===== config.mk =====
export PLATFORM = sky130hd
export DESIGN_NAME = dem_tree_sequencer
export DESIGN_NICKNAME = d
export VERILOG_FILES = /design/src/rtl/dem_tree_sequencer.sv
export SDC_FILE = /design/constraint.sdc
export NUM_CORES = 1
export LEC_CHECK = 0
export ABC_CLOCK_PERIOD_IN_PS = 8000
export CORE_ASPECT_RATIO = 0.7
export CORE_MARGIN = 5
export CORE_UTILIZATION = 60
export CTS_CLUSTER_SIZE = 16
export DETAILED_ROUTE_END_ITERATION = 10
export PLACE_DENSITY = 0.91
export SLEW_MARGIN = 40
export SYNTH_ARGS = -nofsm -noshare
export SYNTH_HDL_FRONTEND = slang
export SYNTH_SLANG_ARGS = --single-unit

===== constraint.sdc =====
create_clock -name clk_i -period 8 [get_ports clk_i]
set_input_delay 0.8 -clock clk_i [delete_from_list [all_inputs] [get_ports clk_i]]
set_output_delay 0.8 -clock clk_i [all_outputs]
set_load 0.01 [all_outputs]

===== src/rtl/dem_tree_sequencer.sv =====
// Time-multiplexes one SwitchingBlock across every node of a binary DEM tree,
// walking nodes in heap order and publishing the leaf vector as unit-element enables.
`timescale 1ns/1ps
module dem_tree_sequencer #(
    parameter int          LEVELS    = 3,
    parameter int          WIDTH     = 4,
    parameter int          SW_LAT    = 1,
    parameter logic [15:0] LFSR_SEED = 16'hACE1
) (
    input  logic                 clk_i,
    input  logic                 reset_i,
    input  logic                 in_valid_i,
    output logic                 in_ready_o,
    input  logic [WIDTH-1:0]     x_in_i,
    output logic                 sw_valid_o,
    output logic [WIDTH-1:0]     sw_x_o,
    output logic [WIDTH-1:0]     sw_q_o,
    output logic                 sw_pn_o,
    input  logic [WIDTH-1:0]     sw_x1_i,
    input  logic [WIDTH-1:0]     sw_x2_i,
    output logic [2**LEVELS-1:0] elem_o,
    output logic                 out_valid_o,
    output logic [1:0]           err_o
);

    localparam int NLEAF = 2**LEVELS;
    localparam int NINT  = NLEAF - 1;
    localparam int NNODE = 2 * NLEAF - 1;
    localparam int KW    = $clog2(NNODE);
    localparam logic [WIDTH-1:0] MAXV     = WIDTH'(NLEAF);
    localparam logic [WIDTH-1:0] ONEV     = WIDTH'(1);
    localparam logic [KW-1:0]    LAST_K   = KW'(NINT - 1);
    localparam logic [1:0]       LAT_LAST = (SW_LAT > 0) ? 2'(SW_LAT - 1) : 2'd0;

    typedef enum logic [1:0] {
        IDLE  = 2'd0,
        ISSUE = 2'd1,
        WAIT  = 2'd2,
        DONE  = 2'd3
    } state_t;

    // Fibonacci LFSR x^16+x^14+x^13+x^11+1, shifting right with feedback into bit 15
    function automatic logic [15:0] lfsr_step(input logic [15:0] s);
        return {s[0] ^ s[2] ^ s[3] ^ s[5], s[15:1]};
    endfunction

    state_t              r_state, w_state_nxt;
    logic [KW-1:0]       r_k, w_k_nxt;
    logic [1:0]          r_lat, w_lat_nxt;
    logic [WIDTH-1:0]    r_node [NNODE];
    logic [WIDTH-1:0]    w_node_nxt [NNODE];
    logic [15:0]         r_lfsr, w_lfsr_nxt;
    logic                r_in_ready;
    logic                r_sw_valid;
    logic [WIDTH-1:0]    r_sw_x, w_sw_x_nxt;
    logic [WIDTH-1:0]    r_sw_q, w_sw_q_nxt;
    logic                r_sw_pn, w_sw_pn_nxt;
    logic [NLEAF-1:0]    r_elem, w_elem_nxt;
    logic                r_out_valid, w_out_valid_nxt;
    logic [1:0]          r_err, w_err_nxt;
    logic                w_capture;
    logic [KW-1:0]       w_c1, w_c2;
    logic [WIDTH:0]      w_sum;

    assign w_c1  = {r_k[KW-2:0], 1'b0} + KW'(1);
    assign w_c2  = {r_k[KW-2:0], 1'b0} + KW'(2);
    assign w_sum = {1'b0, sw_x1_i} + {1'b0, sw_x2_i};

    // Next-state, node-capture and output-update logic
    always_comb begin
        w_state_nxt     = r_state;
        w_k_nxt         = r_k;
        w_lat_nxt       = r_lat;
        w_node_nxt      = r_node;
        w_lfsr_nxt      = r_lfsr;
        w_sw_q_nxt      = r_sw_q;
        w_elem_nxt      = r_elem;
        w_out_valid_nxt = 1'b0;
        w_err_nxt       = r_err;
        w_capture       = 1'b0;
        case (r_state)
            IDLE: begin
                if (in_valid_i && r_in_ready) begin
                    w_node_nxt[0] = (x_in_i > MAXV) ? MAXV : x_in_i;
                    w_sw_q_nxt    = (x_in_i > MAXV) ? MAXV : x_in_i;
                    w_err_nxt[1]  = r_err[1] | (x_in_i > MAXV);
                    w_k_nxt       = {KW{1'b0}};
                    w_state_nxt   = ISSUE;
                end else begin
                    w_state_nxt   = IDLE;
                end
            end
            ISSUE: begin
                w_lfsr_nxt = lfsr_step(r_lfsr);
                w_lat_nxt  = 2'd0;
                if (SW_LAT == 0) begin
                    w_capture = 1'b1;
                end else begin
                    w_state_nxt = WAIT;
                end
            end
            WAIT: begin
                if (r_lat == LAT_LAST) begin
                    w_capture = 1'b1;
                end else begin
                    w_lat_nxt = r_lat + 2'd1;
                end
            end
            DONE: begin
                // A leaf above one still drives its element but flags the split fault
                for (int j = 0; j < NLEAF; j++) begin
                    w_elem_nxt[j] = (r_node[NINT + j] != {WIDTH{1'b0}});
                    if (r_node[NINT + j] > ONEV) begin
                        w_err_nxt[0] = 1'b1;
                    end else begin
                        w_err_nxt[0] = w_err_nxt[0];
                    end
                end
                w_out_valid_nxt = 1'b1;
                w_state_nxt     = IDLE;
            end
            default: begin
                w_state_nxt = IDLE;
            end
        endcase

        if (w_capture) begin
            w_node_nxt[w_c1] = sw_x1_i;
            w_node_nxt[w_c2] = sw_x2_i;
            if (w_sum != {1'b0, r_node[r_k]}) begin
                w_err_nxt[0] = 1'b1;
            end else begin
                w_err_nxt[0] = w_err_nxt[0];
            end
            if (r_k == LAST_K) begin
                w_state_nxt = DONE;
            end else begin
                w_k_nxt     = r_k + KW'(1);
                w_state_nxt = ISSUE;
            end
        end else begin
            w_k_nxt = w_k_nxt;
        end

        // Node value and PN bit are latched on entry to ISSUE and held through WAIT
        w_sw_x_nxt  = (w_state_nxt == ISSUE) ? w_node_nxt[w_k_nxt] : r_sw_x;
        w_sw_pn_nxt = (w_state_nxt == ISSUE) ? w_lfsr_nxt[0]       : r_sw_pn;
    end

    // State, datapath and output registers with synchronous reset
    always_ff @(posedge clk_i) begin
        if (reset_i) begin
            r_state     <= IDLE;
            r_k         <= {KW{1'b0}};
            r_lat       <= 2'd0;
            for (int i = 0; i < NNODE; i++) begin
                r_node[i] <= {WIDTH{1'b0}};
            end
            r_lfsr      <= LFSR_SEED;
            r_in_ready  <= 1'b1;
            r_sw_valid  <= 1'b0;
            r_sw_x      <= {WIDTH{1'b0}};
            r_sw_q      <= {WIDTH{1'b0}};
            r_sw_pn     <= LFSR_SEED[0];
            r_elem      <= {NLEAF{1'b0}};
            r_out_valid <= 1'b0;
            r_err       <= 2'b00;
        end else begin
            r_state     <= w_state_nxt;
            r_k         <= w_k_nxt;
            r_lat       <= w_lat_nxt;
            r_node      <= w_node_nxt;
            r_lfsr      <= w_lfsr_nxt;
            r_in_ready  <= (w_state_nxt == IDLE);
            r_sw_valid  <= (w_state_nxt == ISSUE);
            r_sw_x      <= w_sw_x_nxt;
            r_sw_q      <= w_sw_q_nxt;
            r_sw_pn     <= w_sw_pn_nxt;
            r_elem      <= w_elem_nxt;
            r_out_valid <= w_out_valid_nxt;
            r_err       <= w_err_nxt;
        end
    end

    assign in_ready_o  = r_in_ready;
    assign sw_valid_o  = r_sw_valid;
    assign sw_x_o      = r_sw_x;
    assign sw_q_o      = r_sw_q;
    assign sw_pn_o     = r_sw_pn;
    assign elem_o      = r_elem;
    assign out_valid_o = r_out_valid;
    assign err_o       = r_err;

endmodule


After elaboration in Yosys (flattened, before gate mapping)
Index checks and enable logic that the tools add are counted.

Flip-flop bits (word level): 106. Bits in latches: 0. Memory bits (writable): 0. ROM bits: 0. Input port bits: 15. Memories: 0.

$add $sub $neg: 5. Multipliers: 0. Divide/modulo/power cells: 0. Magnitude comparators: 15. Eq/ne operators: 7. Shifts and indexed selects: 0. Multiplexer cells: 41. Bitwise logic cells: 8. Reductions and logical operators: 17.

Operator list (number): $bwmux 60 (2); $mux 60 (1); $mux 4 (13); $bmux 4 s4 (2); $demux 4 s4 (2); $gt 4x1->1 const B (8); $reduce_bool 4->1 (8); $ge 5x5->1 const B (4); $not 4->5 (4); $mux 1 (16); $lt 5x1->1 const B (2); $add 4x1->4 const B (2); $logic_not 2->1 (3); $mux 2 (3); $pmux 2 s3 (1); $add 4x4->5 (1); $ne 5x4->1 (1); $add 4x2->4 const B (1); $eq 2x1->1 const B (2); $eq 2x2->1 const B (2); $eq 4x3->1 const B (1); $gt 4x4->1 const B (1); $pmux 2 s2 (1); $reduce_and 2->1 (2); 6 further kinds (10).

Depth between registers and ports, before layout
Gate-level depths: netlist (run 1).

Depth in word-level cells: 12. Mapped depth: 12. Gate-level depth less buffers: 9.

Worst setup path after synthesis (run 1)
Ideal clock, no wire load.

Kind: reg-to-reg. Start point: register r_k[0]. End point: register r_sw_x[0] (netlist: sw_x_o[0]). Library setup time: 0.124 ns. Arrival time: 2.684 ns. Required time: 7.876 ns. Setup slack: 5.192 ns. Stages on the path, launching flop included: 12. Path buffers: 2. Period minus slack after synthesis: 2.808 ns. Cell sequence: dfxtp_1 -> clkinv_1 -> ha_1 -> nand3b_1 -> nor2_1 -> nor2_1 -> buf_2 -> buf_2 -> o31ai_1 -> o221ai_1 -> a31oi_1 -> o31ai_1.

Longest elaborated chain between the ends: 12. Elaborated cells on any way between the ends: 30. Classes of those cells: add/sub (3); order compare (4); eq/ne (2); mux (16); bitwise (3); reduce/logical (2).

Ends and longest elaborated chain: start, declared (line 48) `logic [KW-1:0] r_k, w_k_nxt;`; start signal, assigned (line 154) `r_k <= {KW{1'b0}};`; start signal, assigned (line 170) `r_k <= w_k_nxt;`; $add 4x1->4 (line 65) `assign w_c1 = {r_k[KW-2:0], 1'b0} + KW'(1);`; $not 4->5 (implied by the code) (line 128) `w_node_nxt[w_c1] = sw_x1_i;`; $ge 5x5->1 (implied by the code) / $lt 5x1->1 (equally long branches) (line 128); $logic_and 1x1->1 (implied by the code) (line 128); $mux 4 (implied by the code) (line 128); $demux 4 s4 (line 128); $bwmux 60 (line 128); $bwmux 60 (line 129) `w_node_nxt[w_c2] = sw_x2_i;`; $mux 60 (line 127) `if (w_capture) begin`; $bmux 4 s4 (line 146) `w_sw_x_nxt = (w_state_nxt == ISSUE) ? w_node_nxt[w_k_nxt] : r_sw_x;`; $mux 4 (implied by the code) (2 in a row) (line 146); end signal, assigned (line 162) `r_sw_x <= {WIDTH{1'b0}};`; end signal, assigned (line 176) `r_sw_x <= w_sw_x_nxt;`; end, declared (line 55) `logic [WIDTH-1:0] r_sw_x, w_sw_x_nxt;`.

Several ways; a longest one is shown, not always the timed one. The select of a mux whose other input is x is not followed. A chain may end at the register's enable or synchronous reset.

Worst setup path in the final report (run 1)
Start point: register r_k[0]. End point: register r_sw_x[2] (netlist: sw_x_o[2]).

The elaborated chain is that of the path after synthesis.

==> summary.txt, run 1 <==
Pwr
  • Internal power component: ~1.1 mW
  • VDD IR-drop max: about 120 uV
  • Overall Power: around 1.7 mW
  • Leakage: approximately 2.3 nW
  • Psw: between 0.6 and 0.7 mW
  • Logic pwr share: 35.6%
  • Clock power share: between 20 and 30%
  • PwrDens: approximately 250 nW/um^2
  • Seq pwr share: 37.2%
  • Sw Ratio: between 30% and 40%

Floorplan
  • Boundary Pins: 37
  • Core Area: 9759 um^2
  • DIE AREA: 12,160 um^2
  • Die width: between 100 and 150 um
  • FP Rows: 30
  • Vert. Die Dim: 93.77 um
  • Initial cell density of the core: 61.63%

Critical path
  • WP data arrival: around 4.2 ns
  • Critical Path Start Type: flop
  • Critical path fanouts, max: between 50 and 60
  • Crit Path Category: reg2reg
  • Crit. End Element: flop
  • CP Data Required Time: slightly above 8 ns
  • Worst-case reg-to-reg path depth: 11

Finish
  • Share of cells above drive strength 1: 7.255%
  • Count of nets after finishing: 725
  • # diodes: 0
  • Synth-to-Final Area Change: 11.32%

Clock network
  • Clock transition at path regs: approximately 0.07 ns
  • H-tree Lvls: 3
  • Skew-Pair Late Insertion Delay: 0.35 ns
  • CTS tree: yes
  • Post_cts resized: 0
  • Post-CTS setup buffers: 0
  • Longest Clk Path Bufs: 2
  • CTS Buf Count: 9
  • Clock sinks: 106
  • Post-cts hold buffer count: 0
  • CTS root buffer: clkbuf_16

Timing
  • Setup violators final: 0
  • Worst rel slew slack: roughly two fifths
  • Unrepaired setup endpoints after global routing: false
  • Hold Violations, Final: 0
  • Clk_skew: 0.006535 ns
  • Clock period minus worst slack: approximately 4 ns
  • Max Clock Freq: around 250 MHz
  • Setup ws final: about 4 ns
  • Slew at the pin with the worst max-slew slack: just under 0.9 ns
  • Setup tns final: 0 ns
  • Slew Limit Fails: 0
  • Final period utilization: between 40% and 50%

Global routing
  • Vias in the first global route: roughly 5,400
  • First-pass GRT wire length: about 30,000 um
  • Global route total overflow: 0
  • Antenna violations before repair: 0
  • Largest net degree at the start of global routing: 97
  • Global Route Usage Sum: between 30% and 40%

Placement
  • DP Wirelength: roughly 13,000 um
  • Routability congestion estimate: just under 1
  • DP Worst Slack: approximately 4.2 ns
  • I/O Buffers: 36

Yosys
  • Number of synthesized flops with an enable pin: 0
  • Synth warn: 0
  • Synth Cell Area: approximately 6000 um^2
  • Top cells by area, synth: dfxtp_1, mux2i_1, nor2_1
  • Cells after Synth: 700
  • Register area share after synthesis: between 30% and 40%
  • Main synth FF type: dfxtp_1
  • Register bit total from synthesis: between 100 and 150
  • Syn Nets: ~730
  • Commonest cells post-synth: nor2_1, dfxtp_1, mux2i_1
  • Post-synthesis cell type count: 63
  • Async set or reset register ratio after synthesis: 0%
  • Mean post-synth cell area: ~8.6 um^2
  • Most common cell in the synthesized netlist: nor2_1
  • Share of the synthesized area in the top cell type: a little over a third
  • Most area-hungry cell type in the Yosys netlist: dfxtp_1

Routing
  • Total wire length: 18,800 um
  • Initial DRT Pass Iterations: 8
  • Vias per inst: between 6 and 7
  • Vias: ~5,700
  • Wirelength per Cell: about 23 um
  • Initial drt markers: between 700 and 800
  • Drt drc: 0
  • Routed Antenna Nets: 0

Worst hold path
  • Hold Crit Depth: 1
  • Worst hold path type: reg2reg

Outcome
  • Status: completed

Run
  • # Max-Cap Violations: 0
placed cells by master (no fill, tap or decap), types with 8 or more instances in the layout:
cell type | Yosys | layout
nor2_1 | 115 | 115
dfxtp_1 | 106 | 105
mux2i_1 | 83 | 83
nand2_1 | 48 | 48
clkdlybuf4s50_1 | 0 | 35
nor4_1 | 19 | 19
a21oi_1 | 20 | 19
o21ai_0 | 17 | 17
inv_1 | 17 | 17
nor3_1 | 17 | 14
o31ai_1 | 14 | 14
or4_1 | 11 | 11
a31oi_1 | 10 | 10
ha_1 | 11 | 10
a211oi_1 | 10 | 9
nand3_1 | 9 | 9
o211ai_1 | 9 | 9
clkbuf_16 | 0 | 9
and3_1 | 8 | 8
buf_4 | 3 | 8
power by group through the flow:
| stage | sequential (mW) | combinational (mW) | clock (mW) |
|---|---|---|---|
| final | 0.631 | 0.605 | 0.462 |
| after global placement | 0.637 | 0.565 | 0 |
| after floorplan | 0.640 | 0.411 | 0 |
| after detailed placement | 0.641 | 0.582 | 0 |
| after global routing | 0.638 | 0.652 | 0.491 |
| after CTS | 0.629 | 0.585 | 0.467 |
worst max-delay path, stage by stage (launching register included):
cell and delay, ns:
dfxtp_2 0.31, buf_4 0.58, clkinv_1 0.47, ha_1 0.47
nand3b_1 0.26, nor2_1 0.11, buf_4 0.22, or4_1 0.51
o31ai_1 0.08, o221ai_1 0.17, a31oi_1 0.48, o31ai_1 0.15
path summary, 6_finish.rpt:
kind | to | start | slack [ns]
setup / recovery | sw_x_o[2]$_SDFFE_PP0P_ | r_k[0]$_SDFF_PP0_ | 4.02
hold / removal | err_o[1]$_SDFFE_PP0P_ | err_o[1]$_SDFFE_PP0P_ | 0.47
setup reg to reg | sw_x_o[2]$_SDFFE_PP0P_ | r_k[0]$_SDFF_PP0_ | 4.02
hold reg to reg | err_o[1]$_SDFFE_PP0P_ | err_o[1]$_SDFFE_PP0P_ | 0.47
metal layers:
layer	track usage (%)	vias to the layer above	part of all wire, %
li1	-	2559	-
met1	41.49	2711	40
met2	46.83	366	43
met3	12.67	62	14
met4	9.689	0	2.8
met5	0	-	0
kinds of logic after synthesis:
group           Yosys count  share of synthesized area, %
flops                   106                         35.28
buf+inv                  76                         5.492
simple gates            265                         21.39
xor+xnor                 14                         2.164
mux                      90                         16.25
fa+ha+maj                12                         2.621
compound gates          137                         16.81
sequential cells by signal (all words and copies together) (netlist names), 2 cells and up:
signal and cells:
elem_o 8, sw_x_o 4, r_k 4, r_lat 2
r_state 2, sw_q_o 4, r_node 60, err_o 2
r_lfsr 16
stage by stage:
step / hold WS [ns] / cell area [um^2] / util, % / cells
after floorplan: 0.4413 / 6015 / - / 700
after global placement: 0.4411 / 6341 / 64.97 / 815
after detailed placement: 0.4517 / 6351 / 65.08 / 815
after CTS: 0.4679 / 6664 / 68.28 / 831
after global routing: 0.4883 / 6695 / 68.60 / 831
final: 0.4656 / 6695 / 68.60 / 831
area by class of cell:
class	count	area, um^2
multi-input combinational	518	3605
fill	797	3064
sequential	106	2123
timing repair buffer	45	426.7
clock buffer	9	225.2
tap	128	160.2
clock inverter	7	87.58
inverter	18	67.56
Note: power is estimated with default switching activity, not from simulation.
==> run 2: changes to the inputs <==
ABC_CLOCK_PERIOD_IN_PS = 3750   (was 8000)
clock period = 3.75 ns   (was 8 ns; I/O delays follow)
==> summary.txt, run 2 (synthesis gave the netlist of run 1 again) <==
Clock network
  • CTS tree: yes
  • Skew-Pair Late Insertion Delay: 0.35 ns (about the same)
  • Post-CTS setup buffers: 0 (unchanged)
  • Longest Clk Path Bufs: 2 (unchanged)
  • CTS Buf Count: 9 (unchanged)
  • Post_cts resized: 0 (unchanged)
  • CTS root buffer: clkbuf_16
  • Post-cts hold buffer count: 0 (unchanged)
  • H-tree Lvls: 3 (unchanged)
  • Clock transition at path regs: 0.07 ns (about the same)
  • Clock sinks: 106 (unchanged)

Critical path
  • Delay-heaviest family, CP: compound AO/OA/AOI/OAI gates
  • Critical path fanouts, max: 15 (-71%)
  • CP max-delay cell: o211ai_2
  • Crit Path Category: reg2reg
  • Ordered cell list for the critical path: inv_1 > ha_1 > nand2_1 > o211ai_2 > nand2_1 > a31oi_1 > o211ai_1 > a311o_1 > a31oi_1
  • Buf/Inv on CP: 1 (-2)
  • Critical path's largest stage delay: 0.61 ns (+0.03 ns)
  • Crit. End Element: flop
  • Critical Path Start Type: flop
  • WP data arrival: 3.78 ns (-0.41 ns)
  • CP Data Required Time: 4.02 ns (-4.19 ns)
  • Reg2reg setup slack: 0.24 ns (-3.77 ns)

Routing
  • DR top layer: met4
  • DR WL met3: 2312 um (-11%)
  • M1 wire length: 8034 um (+6.1%)
  • Initial DRT Pass Iterations: 6 (-2)
  • Routed Antenna Nets: 0 (unchanged)
  • Vias per inst: 6.773 (-1.2%)
  • Total wire length: 19,060 um (+1.4%)
  • Metal2 WL: 8089 um (-0.31%)
  • Drt drc: 0 (unchanged)
  • Wirelength per Cell: 22.37 um (-1.1%)
  • Initial drt markers: 819 (+10%)
  • Vias: 5,771 (+1.3%)

Finish
  • Top reg by flops: r_node
  • Count of nets after finishing: 746 (+2.9%)
  • Most common cell after layout, fill and taps aside: nor2_1
  • Synth-to-Final Area Change: 12.86%
  • Most frequent cells in the layout: nor2_1, dfxtp_1, mux2i_1, nand2_1, clkdlybuf4s50_1
  • Final instance area: 6788 um^2 (+1.4%)
  • Share of cells above drive strength 1: 9.254% (+2.0 points)
  • Final cell count without fillers: 852 (+2.5%)
  • # diodes: 0 (unchanged)
  • Max FFs per register: 60 (unchanged)

Global routing
  • Global route total overflow: 0 (unchanged)
  • Global Route Usage Sum: 32.03% (+0.67 points)
  • Antenna violations before repair: 0 (unchanged)
  • First-pass GRT wire length: 30,250 um (+1.8%)
  • Vias in the first global route: 5,434 (+0.72%)
  • Largest net degree at the start of global routing: 52 (-46%)

Floorplan
  • Vert. Die Dim: 93.77 um (unchanged)
  • Die width: 129.7 um (unchanged)
  • Core Area: 9759 um^2 (unchanged)
  • DIE AREA: 12,160 um^2 (unchanged)
  • FP Rows: 30 (unchanged)
  • Boundary Pins: 37 (unchanged)
  • Initial cell density of the core: 61.63% (unchanged)

Timing
  • Final period utilization: 93.49% (+44 points)
  • Slew at the pin with the worst max-slew slack: 0.7453 ns (-0.1396 ns)
  • Slew Limit Fails: 0 (unchanged)
  • Hold Violations, Final: 0 (unchanged)
  • Clock period minus worst slack: 3.506 ns (-0.4764 ns)
  • Setup violators final: 0 (unchanged)
  • Max Clock Freq: 285.2 MHz (+14%)
  • Clk_skew: 0.007517 ns (+0.0009818 ns)
  • Setup tns final: 0 ns (unchanged)
  • Unrepaired setup endpoints after global routing: false
  • Worst rel slew slack: 49.96% (+9.1 points)

Pwr
  • VDD IR-drop max: 278.6 uV (+130%)
  • Overall Power: 3.560 mW (+110%)
  • PwrDens: 524.5 nW/um^2 (+110%)
  • Leakage: 2.396 nW (+3.6%)

Run
  • # Max-Cap Violations: 0 (unchanged)

Placement
  • Routability congestion estimate: 1.003 (+3.2%)
  • I/O Buffers: 36 (unchanged)
  • DP Wirelength: 13,610 um (+4.4%)
  • Post-DP Area: 6499 um^2 (+2.3%)
  • Placed Cells incl. Taps: 836 (+2.6%)

Outcome
  • Status: completed

Worst hold path
  • Worst hold path type: in2reg
## run 2: layer usage
layer	track usage, %	vias up
met3	7.443	73
met1	46.15	2715
met4	9.862	0
met5	0	-
met2	47.43	386
li1	-	2597
## run 2: final timing paths
check	startpoint	to	cells past startpoint
min reg2reg	err_o[1]$_SDFFE_PP0P_	err_o[1]$_SDFFE_PP0P_	1
max	r_state[0]$_SDFF_PP0_	sw_x_o[3]$_SDFFE_PP0P_	9
min	reset_i	r_lfsr[3]$_SDFFE_PP0P_	2
max reg2reg	r_state[0]$_SDFF_PP0_	sw_x_o[3]$_SDFFE_PP0P_	9
## run 2: where the power goes
part	total [mW]	internal (mW)	leakage, nW	switching [mW]
clock network	0.896	0.461	0.135	0.436
registers	1.35	1.26	0.859	0.0907
logic	1.32	0.511	1.40	0.806
## run 2: cell type report
class | count | area (um^2)
Multi-Input combinational cell | 518 | 3575
Fill cell | 795 | 2972
Sequential cell | 106 | 2123
Timing Repair Buffer | 66 | 583.1
Clock buffer | 10 | 229.0
Tap cell | 128 | 160.2
Inverter | 18 | 67.56
Clock inverter | 6 | 50.05
## run 2: per-stage QoR
| step | hold WS, ns | util, % | setup slack (ns) |
|---|---|---|---|
| after detailed placement | 0.4589 | 66.59 | 0.4047 |
| final | 0.4686 | 69.55 | 0.2441 |
| after floorplan | 0.4413 | - | 0.9421 |
| after global routing | 0.5000 | 69.55 | 0.04664 |
| after global placement | 0.4447 | 66.59 | 0.6230 |
| after CTS | 0.4731 | 69.45 | 0.3797 |
==> run 3: changes to the inputs <==
ABC_CLOCK_PERIOD_IN_PS = 3500   (was 3750)
clock period = 3.5 ns   (was 3.75 ns; I/O delays follow)
==> summary.txt, run 3 (synthesis gave the netlist of run 1 again) <==
Placement
  • DP Worst Slack: 0.3446 ns (-0.06005 ns)
  • Routability congestion estimate: 1.077 (+7.4%)
  • Placed Cells incl. Taps: 834 (-0.24%)
  • I/O Buffers: 36 (unchanged)
  • Post-DP Area: 6484 um^2 (-0.23%)
  • DP Wirelength: 13,280 um (-2.4%)

Critical path
  • WP data arrival: 3.46 ns (-0.32 ns)
  • End of the worst register-to-register path: sw_x_o[3]$_SDFFE_PP0P_
  • Worst-case reg-to-reg path depth: 9 (unchanged)
  • CP Data Required Time: 3.78 ns (-0.24 ns)
  • Crit Path Category: reg2reg
  • Delay-heaviest family, CP: compound AO/OA/AOI/OAI gates
  • Ordered cell list for the critical path: inv_1 > ha_1 > nand2_1 > nor3_2 > a21o_1 > o21ai_0 > a2111oi_0 > o31ai_1 > a31oi_1
  • Worst flop-to-flop path startpoint: r_state[0]$_SDFF_PP0_
  • Critical path fanouts, max: 13 (-2)
  • Reg2reg setup slack: 0.32 ns (+0.08 ns)
  • Critical path's largest stage delay: 0.49 ns (-0.12 ns)
  • Crit. End Element: flop
  • Critical Path Start Type: flop
  • CP max-delay cell: a2111oi_0
  • Buf/Inv on CP: 1 (unchanged)

Global routing
  • First-pass GRT wire length: 29,460 um (-2.6%)
  • Global Route Usage Sum: 31.19% (-0.84 points)
  • Grt met2 use: 47.47% (about the same)
  • Antenna violations before repair: 0 (unchanged)
  • Largest net degree at the start of global routing: 50 (-3.8%)
  • Met1 Usage GRT: 41.69% (-4.5 points)
  • Met3 usage: 9.318% (+1.9 points)
  • Global route total overflow: 0 (unchanged)
  • Vias in the first global route: 5,533 (+1.8%)
  • GRT busiest layer: met2

Routing
  • Drt drc: 0 (unchanged)
  • Initial drt markers: 892 (+8.9%)
  • Initial DRT Pass Iterations: 7 (+1)
  • Total wire length: 19,010 um (-0.24%)
  • Vias: 5,869 (+1.7%)
  • Vias per inst: 6.897 (+1.8%)
  • Routed Antenna Nets: 0 (unchanged)
  • Wirelength per Cell: 22.34 um (-0.12%)

Pwr
  • PwrDens: 582.5 nW/um^2 (+11%)
  • Overall Power: 3.997 mW (+12%)
  • VDD IR-drop max: 284.8 uV (+2.2%)
  • Leakage: 2.419 nW (+0.96%)

Timing
  • Clk_skew: 0.004898 ns (-0.002618 ns)
  • Max Clock Freq: 314.5 MHz (+10%)
  • Setup violators final: 0 (unchanged)
  • Slew at the pin with the worst max-slew slack: 0.9002 ns (+0.1549 ns)
  • Setup ws final: 0.3207 ns (+0.07662 ns)
  • Hold Violations, Final: 0 (unchanged)
  • Setup tns final: 0 ns (unchanged)
  • Slew Limit Fails: 0 (unchanged)
  • Final period utilization: 90.84% (-2.7 points)
  • Worst rel slew slack: 39.53% (-10 points)
  • Unrepaired setup endpoints after global routing: false
  • Clock period minus worst slack: 3.179 ns (-0.3266 ns)

Clock network
  • CTS root buffer: clkbuf_16
  • CTS tree: yes
  • Clock sinks: 106 (unchanged)
  • Post-CTS setup buffers: 0 (unchanged)
  • Clock transition at path regs: 0.07 ns (about the same)
  • Post-cts hold buffer count: 0 (unchanged)
  • CTS Buf Count: 9 (unchanged)
  • H-tree Lvls: 3 (unchanged)
  • Longest Clk Path Bufs: 2 (unchanged)
  • Skew-Pair Late Insertion Delay: 0.35 ns (about the same)
  • Post_cts resized: 0 (unchanged)

Run
  • # Max-Cap Violations: 0 (unchanged)

Finish
  • Most frequent cells in the layout: nor2_1, dfxtp_1, mux2i_1, nand2_1, clkdlybuf4s50_1
  • Count of nets after finishing: 745 (-0.13%)
  • Max FFs per register: 60 (unchanged)
  • # fillers: 748 (-5.9%)
  • Share of cells above drive strength 1: 9.405% (+0.15 points)
  • Synth-to-Final Area Change: 14.08%
  • Final instance area: 6862 um^2 (+1.1%)
  • # diodes: 0 (unchanged)
  • Final cell count without fillers: 851 (-0.12%)
  • Most common cell after layout, fill and taps aside: nor2_1
  • Top reg by flops: r_node

Floorplan
  • Boundary Pins: 37 (unchanged)
  • Core Area: 9759 um^2 (unchanged)
  • FP Rows: 30 (unchanged)
  • Die width: 129.7 um (unchanged)
  • DIE AREA: 12,160 um^2 (unchanged)
  • Initial cell density of the core: 61.63% (unchanged)
  • Vert. Die Dim: 93.77 um (unchanged)

Worst hold path
  • Worst hold path endpoint: r_k[3]$_SDFF_PP0_
  • Hold Crit Depth: 2 (unchanged)
  • Worst hold path type: in2reg
  • Launch point of the worst hold path: reset_i

Outcome
  • Status: completed
## run 3: where the power goes
| part | total [mW] | switching [mW] | internal, mW |
|---|---|---|---|
| clock network | 1.12 | 0.472 | 0.651 |
| logic | 1.42 | 0.868 | 0.552 |
| registers | 1.45 | 0.108 | 1.35 |
| total | 4.00 | 1.45 | 2.55 |
## run 3: area by class of cell
| type | instances | area [um^2] | share of cell area (%) |
|---|---|---|---|
| Clock inverter | 5 | 85.08 | 1.240 |
| Tap cell | 128 | 160.2 | 2.334 |
| Inverter | 18 | 67.56 | 0.9847 |
| Sequential cell | 106 | 2123 | 30.94 |
| Clock buffer | 11 | 242.7 | 3.538 |
| Timing Repair Buffer | 65 | 593.1 | 8.643 |
| Multi-Input combinational cell | 518 | 3590 | 52.32 |
## run 3: worst max-delay path by stage
stage,to,slack [ns],from,cells past startpoint
final,sw_x_o[3]$_SDFFE_PP0P_,0.32,r_state[0]$_SDFF_PP0_,9
after global routing,sw_x_o[3]$_SDFFE_PP0P_,0.07,r_state[0]$_SDFF_PP0_,9
after CTS,sw_x_o[3]$_SDFFE_PP0P_,0.34,r_state[0]$_SDFF_PP0_,9
after detailed placement,sw_x_o[3]$_SDFFE_PP0P_,0.34,r_state[0]$_SDFF_PP0_,9
after global placement,sw_x_o[3]$_SDFFE_PP0P_,0.45,r_state[0]$_SDFF_PP0_,9
after floorplan,sw_x_o[0]$_SDFFE_PP0P_,0.69,r_k[0]$_SDFF_PP0_,11
## run 3: through the flow
stage / util, % / hold slack, ns
finish: 70.31 / 0.3808
floorplan: - / 0.4413
CTS: 69.79 / 0.4819
global placement: 66.44 / 0.4441
detailed placement: 66.44 / 0.4618
global route: 70.31 / 0.4000
## run 3: metal layers
layer	vias up	part of all wire [%]	wire, um
met2	417	43	8263
met5	-	0	0
li1	2595	-	-
met3	108	13	2544
met4	0	4.1	770
met1	2749	39	7432
